`config.mk`:
```
export PLATFORM = sky130hd
export DESIGN_NAME = perm_index_sorter
export DESIGN_NICKNAME = d
export VERILOG_FILES = /design/src/rtl/perm_index_sorter.sv
export SDC_FILE = /design/constraint.sdc
export NUM_CORES = 1
export LEC_CHECK = 0
export CORE_MARGIN = 1
export CORE_UTILIZATION = 35
export DETAILED_ROUTE_END_ITERATION = 10
export SYNTH_ARGS = -nofsm -noshare
export SYNTH_HDL_FRONTEND = slang
export SYNTH_SLANG_ARGS = --single-unit
```
`constraint.sdc`:
```
create_clock -name clk -period 2.65 [get_ports clk]
set_clock_uncertainty 0.15 [all_clocks]
set_input_delay 0.3975 -clock clk [delete_from_list [all_inputs] [get_ports clk]]
set_output_delay 0.3975 -clock clk [all_outputs]
set_load 0.01 [all_outputs]
```
`src/rtl/perm_index_sorter.sv`:
```
// Sequential argsort: captures nine keys plus payload bytes, runs a 9-phase
// odd-even transposition network and presents the stable sorted permutation.
module perm_index_sorter #(
  parameter int KEY_W      = 8,
  parameter int DATA_W     = 8,
  parameter int DESCENDING = 0
) (
  input  logic              clk,
  input  logic              rst_n,
  input  logic              in_valid,
  output logic              in_ready,
  input  logic [KEY_W-1:0]  key0,
  input  logic [KEY_W-1:0]  key1,
  input  logic [KEY_W-1:0]  key2,
  input  logic [KEY_W-1:0]  key3,
  input  logic [KEY_W-1:0]  key4,
  input  logic [KEY_W-1:0]  key5,
  input  logic [KEY_W-1:0]  key6,
  input  logic [KEY_W-1:0]  key7,
  input  logic [KEY_W-1:0]  key8,
  input  logic [DATA_W-1:0] data_in0,
  input  logic [DATA_W-1:0] data_in1,
  input  logic [DATA_W-1:0] data_in2,
  input  logic [DATA_W-1:0] data_in3,
  input  logic [DATA_W-1:0] data_in4,
  input  logic [DATA_W-1:0] data_in5,
  input  logic [DATA_W-1:0] data_in6,
  input  logic [DATA_W-1:0] data_in7,
  input  logic [DATA_W-1:0] data_in8,
  output logic              out_valid,
  input  logic              out_ready,
  output logic [3:0]        index0,
  output logic [3:0]        index1,
  output logic [3:0]        index2,
  output logic [3:0]        index3,
  output logic [3:0]        index4,
  output logic [3:0]        index5,
  output logic [3:0]        index6,
  output logic [3:0]        index7,
  output logic [3:0]        index8,
  output logic [DATA_W-1:0] data_out0,
  output logic [DATA_W-1:0] data_out1,
  output logic [DATA_W-1:0] data_out2,
  output logic [DATA_W-1:0] data_out3,
  output logic [DATA_W-1:0] data_out4,
  output logic [DATA_W-1:0] data_out5,
  output logic [DATA_W-1:0] data_out6,
  output logic [DATA_W-1:0] data_out7,
  output logic [DATA_W-1:0] data_out8
);

  localparam int N = 9;

  typedef enum logic [1:0] {IDLE, SORT, DONE} state_t;

  state_t            r_state;
  state_t            w_state_nxt;
  logic [3:0]        r_phase;
  logic [KEY_W-1:0]  r_kreg [N];
  logic [3:0]        r_idx  [N];
  logic [DATA_W-1:0] r_data [N];

  logic [KEY_W-1:0]  w_key_in  [N];
  logic [DATA_W-1:0] w_din     [N];
  logic [KEY_W-1:0]  w_kreg_nxt[N];
  logic [3:0]        w_idx_nxt [N];
  logic              w_accept;

  assign w_key_in[0] = key0;
  assign w_key_in[1] = key1;
  assign w_key_in[2] = key2;
  assign w_key_in[3] = key3;
  assign w_key_in[4] = key4;
  assign w_key_in[5] = key5;
  assign w_key_in[6] = key6;
  assign w_key_in[7] = key7;
  assign w_key_in[8] = key8;

  assign w_din[0] = data_in0;
  assign w_din[1] = data_in1;
  assign w_din[2] = data_in2;
  assign w_din[3] = data_in3;
  assign w_din[4] = data_in4;
  assign w_din[5] = data_in5;
  assign w_din[6] = data_in6;
  assign w_din[7] = data_in7;
  assign w_din[8] = data_in8;

  assign index0 = r_idx[0];
  assign index1 = r_idx[1];
  assign index2 = r_idx[2];
  assign index3 = r_idx[3];
  assign index4 = r_idx[4];
  assign index5 = r_idx[5];
  assign index6 = r_idx[6];
  assign index7 = r_idx[7];
  assign index8 = r_idx[8];

  assign data_out0 = r_data[0];
  assign data_out1 = r_data[1];
  assign data_out2 = r_data[2];
  assign data_out3 = r_data[3];
  assign data_out4 = r_data[4];
  assign data_out5 = r_data[5];
  assign data_out6 = r_data[6];
  assign data_out7 = r_data[7];
  assign data_out8 = r_data[8];

  assign in_ready  = (r_state == IDLE);
  assign out_valid = (r_state == DONE);
  assign w_accept  = in_valid && (r_state == IDLE);

  // Strict compare so equal keys never move: this is what keeps the sort stable.
  function automatic logic f_swap(input logic [KEY_W-1:0] a, input logic [KEY_W-1:0] b);
    if (DESCENDING != 0) return (a < b);
    else                 return (a > b);
  endfunction

  // Pairs within one phase are disjoint, so all of them read the registered values.
  always_comb begin
    w_kreg_nxt = r_kreg;
    w_idx_nxt  = r_idx;
    for (int i = 0; i < N-1; i++) begin
      if ((1'(i) == r_phase[0]) && f_swap(r_kreg[i], r_kreg[i+1])) begin
        w_kreg_nxt[i]   = r_kreg[i+1];
        w_kreg_nxt[i+1] = r_kreg[i];
        w_idx_nxt[i]    = r_idx[i+1];
        w_idx_nxt[i+1]  = r_idx[i];
      end
    end
  end

  always_comb begin
    w_state_nxt = r_state;
    case (r_state)
      IDLE:    if (in_valid)          w_state_nxt = SORT;
      SORT:    if (r_phase == 4'd8)   w_state_nxt = DONE;
      DONE:    if (out_ready)         w_state_nxt = IDLE;
      default:                        w_state_nxt = IDLE;
    endcase
  end

  always_ff @(posedge clk or negedge rst_n) begin
    if (!rst_n) begin
      r_state <= IDLE;
      r_phase <= 4'd0;
    end else begin
      r_state <= w_state_nxt;
      if (w_accept)
        r_phase <= 4'd0;
      else if (r_state == SORT)
        r_phase <= (r_phase == 4'd8) ? 4'd0 : r_phase + 4'd1;
    end
  end

  // Index registers come out of reset as the identity so downstream always sees a permutation.
  always_ff @(posedge clk or negedge rst_n) begin
    if (!rst_n) begin
      for (int k = 0; k < N; k++) begin
        r_kreg[k] <= '0;
        r_idx[k]  <= 4'(k);
        r_data[k] <= '0;
      end
    end else if (w_accept) begin
      for (int k = 0; k < N; k++) begin
        r_kreg[k] <= w_key_in[k];
        r_idx[k]  <= 4'(k);
        r_data[k] <= w_din[k];
      end
    end else if (r_state == SORT) begin
      r_kreg <= w_kreg_nxt;
      r_idx  <= w_idx_nxt;
    end
  end

endmodule
```
After elaboration in Yosys (flattened, before gate mapping)
Cells that the tools add are included.
{"block": "word_totals", "n_memories": 0, "latchBits": 0, "mem_bits_ro": 0, "ram_bits": 0, "ff_bits": 186, "inputBits": 148, "word_cells": 102, "out_inout_bits": 110}
{"block": "classes", "mux": 27, "div": 0, "n_shift": 0, "reduce_logical": 30, "addsub": 1, "order_cmp": 8, "n_bitwise": 1, "mul": 0, "n_eq_ne": 6}
{"cell": "72-bit two-way mux", "count": 2}
{"cell": "16-bit two-way mux", "count": 8}
{"cell": "36-bit two-way mux", "count": 2}
{"cell": "8-bit > comparator", "count": 8}
{"cell": "8-bit two-way mux", "count": 8}
{"cell": "3-bit nonzero test", "count": 7}
{"cell": "2-bit AND reduction", "count": 9}
{"cell": "4-bit two-way mux", "count": 3}
{"cell": "1-bit logical AND", "count": 9}
{"cell": "2-bit two-way mux", "count": 3}
{"cell": "2-bit case mux with 3 select lines", "count": 1}
{"cell": "2-bit nonzero test", "count": 3}
{"cell": "4-bit by 1-bit adder with 4-bit output (second input constant)", "count": 1}
{"cell": "4-bit equality test (second input constant)", "count": 1}
{"cell": "2-bit inequality test (second input constant)", "count": 2}
{"cell": "3-bit AND reduction", "count": 1}
{"cell": "2-bit by 1-bit equality test with 1-bit output (second input constant)", "count": 1}
{"cell": "2-bit equality test (second input constant)", "count": 1}
{"cell": "2-bit logical NOT", "count": 1}
{"cell": "2-bit by 1-bit inequality test with 1-bit output (second input constant)", "count": 1}
{"cell": "1-bit inverter", "count": 1}

Depth between registers and ports, before layout
{"block": "logic_depth", "word_depth": 12, "depth_mapped": 11}

Worst setup path before layout
No wires, ideal clock.
{"block": "synth_path", "path_kind": "register -> register", "start": "reg r_kreg[39] (netlist name)", "end": "reg r_idx, in the netlist index4[0]", "setup_time_ns": 0.125, "path_buffers": 2, "t_arrival_ns": 2.263, "slack_ns": 0.112, "synth_period_minus_slack_ns": 2.538, "path_stages_with_launch": 11, "path_cell_list": "dfrtp_1 > inv_1 > ha_1 > and4_1 > a21o_1 > a211o_4 > buf_6 > a21oi_4 > or2_1 > buf_6 > mux2_4"}
{"block": "synth_between", "elab_chain_len": 5, "elab_cells_between_ends": 9, "cone_classes": "order compare (2); mux (3); reduce/logical (4)"}
{"item": "start, declared", "line_no": "59", "text": "logic [KEY_W-1:0] r_kreg [N];"}
{"item": "start signal, assigned by index", "line_no": "166", "text": "r_kreg[k] <= w_key_in[k];"}
{"item": "start signal, assigned", "line_no": "171", "text": "r_kreg <= w_kreg_nxt;"}
{"item": "8-bit > comparator", "line_no": "116", "text": "else return (a > b);"}
{"item": "1-bit logical AND", "line_no": "124", "text": "if ((1'(i) == r_phase[0]) && f_swap(r_kreg[i], r_kreg[i+1])) begin"}
{"item": "8-bit two-way mux", "line_no": "124"}
{"item": "36-bit two-way mux", "line_no": "170", "text": "end else if (r_state == SORT) begin"}
{"item": "36-bit two-way mux", "line_no": "164", "text": "end else if (w_accept) begin"}
{"item": "end signal, assigned by index", "line_no": "161", "text": "r_idx[k] <= 4'(k);"}
{"item": "end signal, assigned by index", "line_no": "167", "text": "r_idx[k] <= 4'(k);"}
{"item": "end signal, assigned", "line_no": "172", "text": "r_idx <= w_idx_nxt;"}
{"item": "end, declared", "line_no": "60", "text": "logic [3:0] r_idx [N];"}
Several ways; a longest one is shown, not always the timed one. The select of a mux whose other input is x is not followed.
A chain may end at the register's enable or synchronous reset.

Final worst setup path
{"block": "layout_path", "start": "reg r_kreg[9] (netlist name)", "end": "reg r_kreg[9] (netlist name)"}
{"block": "layout_between", "elab_chain_len": 5, "elab_cells_between_ends": 9, "cone_classes": "order compare (2); mux (3); reduce/logical (4)"}
{"item": "8-bit > comparator", "line_no": "116"}
{"item": "1-bit logical AND", "line_no": "124"}
{"item": "16-bit two-way mux", "line_no": "124"}
{"item": "72-bit two-way mux", "line_no": "170"}
{"item": "72-bit two-way mux", "line_no": "164"}
Several ways; a longest one is shown, not always the timed one. The select of a mux whose other input is x is not followed.

==> flow_summary.toml <==
[status]
status = "finished, final reports clean"

[place]
gp_congestion = 0.853
dp_cells = 1788
io_buffers = 257
hpwl_um = 24900

[cells_and_area]
fillers = 2681
fin_cells = 1834
final_nets = 1651
syn_to_final_growth_pct = 42.7
drive_gt1_frac = 0.144
antennaDiodeCount = 0

[grt]
grt_max_degree = 74
grt_pass1_wl_um = 52700
grt_usage = 0.222
grt_overflow = 0
first_global_vias = 9707
antenna_found_initial = 0

[power]
internal_power_mw = 11.4
pwr-share-seq = 0.265
p_leak_nw = 6.63
power.switching_mw = 8.70
p_comb_frac = 0.604
power_frac_clock = 0.131
p_sw_frac = 0.434
ir_worst_vdd_uv = 611
finalPower_mw = 20.1
p_per_area_nw_per_um2 = 1370

[worst_setup_path]
cp.required_ns = 2.83
crit_fanout = 7
r2r_end = "r_kreg[9]$_DFFE_PN0P_"
rrSetupSlack_ns = 0.05
cp_num_cells = 10
arrival_ns = 2.78
crit_family = "compound AO/OA/AOI/OAI gates"
startpoint_type = "flip-flop"
reg2reg_depth = 10
critPathKind = "flip-flop to flip-flop"
slowest_stage = "dfrtp_1"
reg2reg_from = "r_kreg[9]$_DFFE_PN0P_"
critPathLaunch = "r_kreg[9]$_DFFE_PN0P_"
end_kind = "flip-flop"
critPathBufInv = 2
path_cells = "buf_6, ha_4, nor2b_4, o211ai_1, a21oi_2, o31a_1, o21ai_1, and2_4, buf_8, mux2_2"
critPathMaxStageDelay_ns = 0.40
endpoint = "r_kreg[9]$_DFFE_PN0P_"

[drt]
avgRoutedWirePerCell_um = 18.1
drt_first_pass_iters = 7
drtIter0Drc = 593
wl_um = 33100
viasPerCell = 5.15
drc = 0
vias = 9453
antenna_left = 0

[yosys]
synth_nets = 1336
ys_ff_latch = 186
yosysSeqAreaShare = 0.456
synth_cell_type_count = 58
synthArstFlopShare = 1.00
syn_inst = 1122
synth_area_sq_um = 10200
ys_warn_count = 0
syn_avg_cell_area_sq_um = 9.13
synth_ff_type = "dfrtp_1"
synth_edf_count = 0

[clock_tree]
htree_levels = 4
cts-root-buf = "clkbuf_16"
cts_buffers = 17
clkSinkCount = 186
clk_path_buf_depth = 2
cts_tree = "done"
clkLatencyLatePin_ns = 0.44
clk_pin_slew_ns = 0.09

[timing]
rsz0062_at_grt = "yes"
maxSlewViolCount = 0
slew-limit-headroom = 0.571
tightest_slew_ns = 0.643
setup_viol = 0
hold_ws_ns = 0.321
fmax_ghz = 0.385
fin_crit_sh = 0.980
hold_viol = 0
fin_crit_ns = 2.60

[die]
initial_core_util = 0.357
placementRows = 62
dieArea_sq_um = 29900
die_x_um = 173
io-pin-count = 258
core_sq_um = 28700
die_h_um = 173

[run]
cap_violations = 0

[min_path]
hp-class = "input pin to flip-flop"
holdCritStartpoint = "data_in8[7]"
holdPathStages = 3
-- cell type report --
class	instances	area, sq um	share of cell area
multi-input combinational	800	5100	0.349
sequential	186	4670	0.320
timing repair buffer	359	3480	0.238
tap	384	480	0.0329
clock buffer	17	425	0.0291
inverter	73	274	0.0188
clock inverter	15	170	0.0116
-- flip-flops by register name, summed over array words and instances (netlist names), 8 cells and up --
name,flops
data_out7,8
data_out8,8
r_kreg,72
data_out4,8
data_out1,8
data_out3,8
data_out2,8
data_out5,8
data_out6,8
data_out0,8
-- synth_stat cells (3+ instances only) --
cell,instances,area [sq um]
a211oi_1,20,150
nor2_1,70,263
o211ai_1,14,105
a21oi_2,4,35.0
a221oi_1,20,175
nor2b_1,9,56.3
inv_1,73,274
dfrtp_1,173,4330
clkbuf_1,32,120
mux2_2,13,146
buf_2,19,95.1
mux2i_1,28,280
ha_1,66,826
nand2b_1,3,18.8
o31a_1,4,35.0
a21oi_4,3,48.8
a22oi_1,25,188
buf_1,5,18.8
nor2_2,3,18.8
and3_1,5,31.3
a31oi_1,5,31.3
o31ai_1,15,113
and2_1,7,43.8
a21oi_1,39,195
o21a_1,5,37.5
a222oi_1,11,110
dfstp_2,13,342
nand3_1,22,110
a221o_1,11,110
buf_6,5,56.3
o21ai_0,54,270
nor3_1,10,50.1
a211oi_2,8,100
nand4_1,15,93.8
a21o_1,3,22.5
nand2_1,283,1060
-- metrics by stage --
stage	TNS (ns)	setup slack [ns]	area, sq um	utilization
5_1_grt	-0.347	-0.0548	14600	0.509
6_report	0	0.0525	14600	0.509
3_5_place_dp	-0.336	-0.108	13700	0.479
2_1_floorplan	0	0.112	10200	-
3_3_place_gp	0	0.0217	13700	0.479
4_1_cts	0	0.00726	14400	0.501
-- worst min-delay path, delay by kind of cell --
kind,cells,cell delay (ns)
buf+inv,1,0.39
simple gates,2,0.09
-- worst min-delay path by stage --
stage	end	slack, ns
floorplan	data_out0[0]$_DFFE_PN0P_	-0.05
global placement	r_kreg[28]$_DFFE_PN0P_	0.23
detailed placement	r_kreg[31]$_DFFE_PN0P_	0.24
CTS	data_out8[7]$_DFFE_PN0P_	0.30
global route	data_out7[0]$_DFFE_PN0P_	0.32
finish	data_out8[7]$_DFFE_PN0P_	0.32
-- cell usage in the layout, fill, tap and decap left out, types with 14 or more instances in the layout --
cell type / netlist / routed
nand2_1: 283 / 282
clkdlybuf4s50_1: 0 / 256
dfrtp_1: 173 / 171
buf_4: 2 / 84
inv_1: 73 / 72
nor2_1: 70 / 69
ha_1: 66 / 63
o21ai_0: 54 / 52
a21oi_1: 39 / 36
mux2i_1: 28 / 28
a22oi_1: 25 / 24
nand3_1: 22 / 22
a211oi_1: 20 / 20
a221oi_1: 20 / 19
clkbuf_16: 0 / 17
nand4_1: 15 / 15
o31ai_1: 15 / 14
o211ai_1: 14 / 14
-- power by group through the flow --
stage	Combinational [mW]	Clock [mW]	Sequential, mW
after floorplan	6.85	0	5.40
after CTS	11.7	2.68	5.31
after global routing	13.4	2.80	5.47
after global placement	11.4	0	5.32
after detailed placement	11.6	0	5.33
final	12.1	2.63	5.32
-- what timing repair did --
action,4_1_cts,5_1_grt
pin swaps,0,15
endpoints found under the setup margin,14,58
gates cloned,0,1
buffers inserted,1,11
endpoints found under the hold margin,40,0
gates resized for setup,2,35
hold buffers,1,0
-- logic make-up after synthesis --
family / count (synthesis) / synth area share
multiplexers: 42 / 0.0431
AND/OR/NAND/NOR: 433 / 0.175
flip-flops: 186 / 0.456
adder cells (fa/ha/maj): 66 / 0.0807
AO/OA/AOI/OAI: 258 / 0.186
buffers and inverters: 137 / 0.0585
-- layer usage --
| metal | up-vias | share of wire | global-route usage |
|---|---|---|---|
| met5 | - | 0 | 0 |
| met4 | 0 | 0.020 | 0.0612 |
| met3 | 37 | 0.073 | 0.0633 |
| met2 | 311 | 0.48 | 0.373 |
| met1 | 4545 | 0.43 | 0.278 |
| li1 | 4560 | - | - |
(Power assumes the default switching activity.)
